===== config.mk =====
export PLATFORM = sky130hd
export DESIGN_NAME = spi_cmd_master
export DESIGN_NICKNAME = d
export VERILOG_FILES = /design/src/rtl/spi_link_pkg.sv /design/src/rtl/spi_clk_gen.sv /design/src/rtl/spi_cmd_master.sv
export SDC_FILE = /design/constraint.sdc
export NUM_CORES = 1
export LEC_CHECK = 0
export ABC_AREA = 0
export BUFFER_PORTS_ARGS = -buffer_cell sky130_fd_sc_hd__buf_4
export CORE_ASPECT_RATIO = 1.75
export CORE_MARGIN = 2
export CORE_UTILIZATION = 40
export DETAILED_ROUTE_END_ITERATION = 8
export SLEW_MARGIN = 15
export SYNTH_ARGS = -nofsm -noshare
export SYNTH_HDL_FRONTEND = slang
export SYNTH_SLANG_ARGS = --single-unit

===== constraint.sdc =====
create_clock -name clk_i -period 4 [get_ports clk_i]
set_input_delay 0.4 -clock clk_i [delete_from_list [all_inputs] [get_ports clk_i]]
set_output_delay 0.4 -clock clk_i [all_outputs]
set_load 0.1 [all_outputs]

===== src/rtl/spi_link_pkg.sv =====
// rtl/spi_link_pkg.sv - shared SPI link state encoding and command opcodes
package spi_link_pkg;

    typedef enum logic [2:0] {
        ST_IDLE  = 3'd0,
        ST_SETUP = 3'd1,
        ST_SHIFT = 3'd2,
        ST_LOAD  = 3'd3,
        ST_HOLD  = 3'd4,
        ST_GAP   = 3'd5
    } state_t;

    localparam logic [7:0] CMD_LCD_INIT     = 8'h89;
    localparam logic [7:0] CMD_LCD_TP_FIRST = 8'hCF;
    localparam logic [7:0] CMD_LCD_TP_NEXT  = 8'hD9;

endpackage


===== src/rtl/spi_clk_gen.sv =====
// rtl/spi_clk_gen.sv - SCLK half-period counter with rise/fall strobes
module spi_clk_gen #(
    parameter int CLK_DIV = 4
) (
    input  logic clk,
    input  logic resetn,
    input  logic en,
    output logic rise,
    output logic fall
);

    localparam int CW = $clog2(CLK_DIV);

    logic [CW-1:0] cnt_r;
    logic          phase_r;
    logic          tick;

    assign tick = en && (cnt_r == CW'(CLK_DIV - 1));
    assign rise = tick && !phase_r;
    assign fall = tick && phase_r;

    // Disabling restarts a fresh low phase so every byte begins identically.
    always_ff @(posedge clk) begin
        if (!resetn || !en) begin
            cnt_r   <= '0;
            phase_r <= 1'b0;
        end else if (tick) begin
            cnt_r   <= '0;
            phase_r <= !phase_r;
        end else begin
            cnt_r   <= cnt_r + CW'(1);
        end
    end

endmodule


===== src/rtl/spi_cmd_master.sv =====
// rtl/spi_cmd_master.sv - mode 0 SPI master sending a command byte plus streamed payload
module spi_cmd_master
    import spi_link_pkg::*;
#(
    parameter int CLK_DIV  = 4,
    parameter int CS_SETUP = 4,
    parameter int CS_HOLD  = 4,
    parameter int CS_GAP   = 8,
    parameter int LEN_W    = 16
) (
    input  logic             clk_i,
    input  logic             nsys_reset,
    input  logic             cmd_valid_i,
    output logic             cmd_ready_o,
    input  logic [7:0]       cmd_i,
    input  logic [LEN_W-1:0] len_i,
    input  logic             data_valid_i,
    output logic             data_ready_o,
    input  logic [7:0]       data_i,
    output logic             busy_o,
    output logic             done_o,
    output logic             spi_clk_o,
    output logic             spi_mosi_o,
    output logic             spi_csn_o
);

    state_t           state;
    logic [7:0]       shift_r;
    logic [LEN_W-1:0] remain_r;
    logic [2:0]       bit_cnt;
    logic [7:0]       tmr_r;
    logic             shift_en;
    logic             rise;
    logic             fall;

    assign shift_en     = (state == ST_SHIFT);
    assign cmd_ready_o  = (state == ST_IDLE);
    assign busy_o       = (state != ST_IDLE);
    assign data_ready_o = (state == ST_LOAD) && data_valid_i;
    // MOSI is the MSB of a register, so it is glitch-free and holds between bytes.
    assign spi_mosi_o   = shift_r[7];

    spi_clk_gen #(.CLK_DIV(CLK_DIV)) u_clk_gen (
        .clk    (clk_i),
        .resetn (nsys_reset),
        .en     (shift_en),
        .rise   (rise),
        .fall   (fall)
    );

    always_ff @(posedge clk_i) begin
        if (!nsys_reset) begin
            state     <= ST_IDLE;
            shift_r   <= '0;
            remain_r  <= '0;
            bit_cnt   <= '0;
            tmr_r     <= '0;
            spi_csn_o <= 1'b1;
            spi_clk_o <= 1'b0;
            done_o    <= 1'b0;
        end else begin
            done_o <= 1'b0;
            case (state)
                ST_IDLE: begin
                    if (cmd_valid_i) begin
                        shift_r   <= cmd_i;
                        remain_r  <= len_i;
                        tmr_r     <= '0;
                        spi_csn_o <= 1'b0;
                        state     <= ST_SETUP;
                    end
                end
                ST_SETUP: begin
                    if (tmr_r == 8'(CS_SETUP - 1)) begin
                        tmr_r   <= '0;
                        bit_cnt <= '0;
                        state   <= ST_SHIFT;
                    end else begin
                        tmr_r <= tmr_r + 8'd1;
                    end
                end
                ST_SHIFT: begin
                    if (rise) begin
                        spi_clk_o <= 1'b1;
                    end else if (fall) begin
                        spi_clk_o <= 1'b0;
                        if (bit_cnt == 3'd7) begin
                            state <= (remain_r != '0) ? ST_LOAD : ST_HOLD;
                        end else begin
                            bit_cnt <= bit_cnt + 3'd1;
                            shift_r <= {shift_r[6:0], 1'b0};
                        end
                    end
                end
                ST_LOAD: begin
                    if (data_valid_i) begin
                        shift_r  <= data_i;
                        remain_r <= remain_r - LEN_W'(1);
                        bit_cnt  <= '0;
                        state    <= ST_SHIFT;
                    end
                end
                ST_HOLD: begin
                    if (tmr_r == 8'(CS_HOLD - 1)) begin
                        tmr_r     <= '0;
                        shift_r   <= '0;
                        spi_csn_o <= 1'b1;
                        done_o    <= 1'b1;
                        state     <= ST_GAP;
                    end else begin
                        tmr_r <= tmr_r + 8'd1;
                    end
                end
                ST_GAP: begin
                    if (tmr_r == 8'(CS_GAP - 1)) begin
                        tmr_r <= '0;
                        state <= ST_IDLE;
                    end else begin
                        tmr_r <= tmr_r + 8'd1;
                    end
                end
                default: state <= ST_IDLE;
            endcase
        end
    end

endmodule


==> flow_summary.ini <==
[clocking]
clk_pin_slew_ns = 0.06
cts_tree = done
cts.sinks = 44
cts_hold_buf = 0
ctsLongestPathBuffers = 2
clk_latency_ns = 0.29
cts_max_level = 2
cts_buffers = 5
cts_root_buf = clkbuf_16
cts_repair_resize_count = 0
postCtsSetupBuffers = 0

[worst_hold_path]
hold_end = remain_r[0]$_SDFFE_PN0P_
whs_path_depth = 3
hold_path_class = primary input to flop
hold_start = len_i[0]

[routing]
route.detailed.drc = 0
finalWirelength_um = 6710
via_per_inst = 5.83
via_count = 2575
routedWlPerCell_um = 15.2
drt.antenna.violating_nets = 0
drtIter0Drc = 131
firstDrtPassIters = 4

[global_routing]
track_usage = 0.191
grt_max_degree = 28
grt_overflow_total = 0
first_global_vias = 2395
grt_first_pass_wirelength_um = 11100
antenna_found_initial = 0

[synthesis]
syn-cell-area_sq_um = 2690
synth_edf_count = 0
synth.area.mux_share = 0.0553
ys_ff_latch = 44
synth_xor_area_frac = 0.00651
synthAdderAreaFrac = 0.0233
synth_cells = 333
ys_async_sr_fraction = 0
yosys.area_share.simple = 0.267
synth-main-ff-cell = dfxtp_1
synth_fp_nets = 374
synth_top_family_by_area = simple AND/OR/NAND/NOR gates
yosys_warnings = 0
ys_seq_area_frac = 0.327
synth_compound_area_frac = 0.265
ys_types = 58
avgSynthCellArea_sq_um = 8.08

[worst_setup_path]
crit_type = flop to output port
cp_max_fo = 27
regToRegSetupSlack_ns = 1.53
endpoint_kind = output port
r2r_end = state[0]$_SDFFE_PN0P_
cp_data_arrival_time_ns = 2.51
r2r-start = state[0]$_SDFFE_PN0P_
start_kind = flop
ff2ff_path_depth = 4
worstPathRequired_ns = 3.60

[floorplan]
die_x_um = 66.0
ios = 43
start_util = 0.411
placeableCoreArea_sq_um = 6540
num_rows = 39
dieArea_sq_um = 7420
die_h_um = 112

[sta]
period_share = 0.728
setup_violations = 0
hold_viol_final = 0
worst-slew-pin-transition_ns = 0.924
relSlewSlack = 0.383
rsz0062_at_grt = false
finClkSkew_ns = 0.00605
worst_slack_ns = 1.09
setup-tns-final_ns = 0
drv_slew = 0
hold_slack_ns = 0.403
max_freq_ghz = 0.344
finalCriticalPeriod_ns = 2.91

[outcome]
status = finished, final reports clean

[final_layout]
area_growth_pct = 17.3
n_antenna_cell = 0
ff_latch_area_sq_um = 881
fill_cells = 681
multi_input_area_sq_um = 1660
final_nets = 400
drive_gt1_frac = 0.217

[power]
power_density_nw_per_um2 = 638
ir_drop_mv = 0.368
leakagePower_nw = 1.21

[job]
drv_cap = 0

[placement]
gp_congestion = 0.770
io_buffers = 42
dp_slack_ns = 1.41
hpwlAfterDp_um = 4770
-- metal layers --
layer | vias to the layer above | wire (um) | GRT usage | part of all wire
li1 | 1286 | - | - | -
met1 | 1225 | 2700 | 0.224 | 0.40
met2 | 52 | 3560 | 0.332 | 0.53
met3 | 12 | 292 | 0.0361 | 0.044
met4 | 0 | 159 | 0.0776 | 0.024
met5 | - | 0 | 0 | 0
-- critical path, stage by stage (launching register included) --
cell and delay (ns):
dfxtp_1 0.93, nand3_1 0.25, a21o_1 0.44, nor2_1 0.26, buf_4 0.33
-- per-stage QoR --
stage / instances / area (sq um) / utilization / power, W
2_1_floorplan: 333 / 2690 / - / 0.00141
3_3_place_gp: 434 / 3000 / 0.459 / 0.00160
3_5_place_dp: 434 / 3000 / 0.459 / 0.00160
4_1_cts: 442 / 3150 / 0.482 / 0.00203
5_1_grt: 442 / 3150 / 0.482 / 0.00215
6_report: 442 / 3150 / 0.482 / 0.00201
-- flip-flops by register name, summed over array words and instances (netlist names) --
register	count
spi_csn_o	1
u_clk_gen.phase_r	1
spi_clk_o	1
bit_cnt	3
state	3
shift_r	8
u_clk_gen.cnt_r	2
remain_r	16
done_o	1
tmr_r	8
-- power breakdown --
group | internal, W | leakage, nW | switching [W]
clock network | 0.000249 | 0.0701 | 0.000173
registers | 0.000525 | 0.360 | 0.000107
logic | 0.000347 | 0.777 | 0.000611
total | 0.00112 | 1.21 | 0.000892
-- cells in the final DEF, fill, tap and decap left out, types with 2 or more instances in the layout --
master / count
a211oi_1: 4
nor2b_1: 2
nor3_1: 8
buf_4: 44
a31oi_1: 8
mux2i_1: 7
nor4_1: 4
and3b_1: 2
nand3b_1: 3
o31ai_1: 6
a2bb2oi_1: 4
ha_1: 5
clkbuf_16: 5
and2_1: 3
a22oi_1: 3
o31ai_2: 4
o221ai_1: 7
or2_2: 3
a21oi_2: 2
o21ai_0: 15
nand2b_1: 3
nor2_1: 34
o32ai_1: 3
nor3b_1: 3
o21a_1: 2
dfxtp_1: 44
and3_1: 3
a21boi_0: 2
mux2_2: 7
a21oi_1: 24
or3_4: 3
o211ai_1: 2
xnor2_1: 2
o22ai_1: 4
nand3_1: 20
nand2_1: 34
or3_1: 3
inv_1: 7
-- cells in the mapped netlist, types with 8 or more instances --
cell type   n  share of area
buf_2       8          0.015
clkbuf_1   13          0.018
dfxtp_1    44           0.33
nor3_1      8          0.015
nand3_1    20          0.037
nand2_1    34          0.047
a31oi_1     8          0.019
nor2_1     34          0.047
o21ai_0    15          0.028
a21oi_1    24          0.045
-- how the worst max path moves through the flow --
| stage | from | to | depth (start not counted) |
|---|---|---|---|
| after global placement | state[0]$_SDFFE_PN0P_ | data_ready_o | 4 |
| after CTS | state[0]$_SDFFE_PN0P_ | data_ready_o | 4 |
| after floorplan | state[0]$_SDFFE_PN0P_ | remain_r[12]$_SDFFE_PN0P_ | 7 |
| final | state[0]$_SDFFE_PN0P_ | data_ready_o | 4 |
| after global routing | state[0]$_SDFFE_PN0P_ | data_ready_o | 4 |
| after detailed placement | state[0]$_SDFFE_PN0P_ | data_ready_o | 4 |
-- cell type report --
class,instances,area share
flip-flops and latches,44,0.279
clock buffers,7,0.0452
well taps,82,0.0325
multi-input cells,256,0.526
clock inverters,1,0.00238
inverters,8,0.00952
repair buffers,44,0.105
-- cells by family (layout without fill, tap and decap cells) --
| kind of cell | Yosys count | in the layout |
|---|---|---|
| AO/OA/AOI/OAI | 100 | 100 |
| XOR/XNOR | 2 | 2 |
| adder cells (fa/ha/maj) | 5 | 5 |
| buffers and inverters | 33 | 60 |
| flip-flops | 44 | 44 |
| multiplexers | 14 | 14 |
| AND/OR/NAND/NOR | 135 | 135 |
Note: power is estimated with default switching activity, not from simulation.
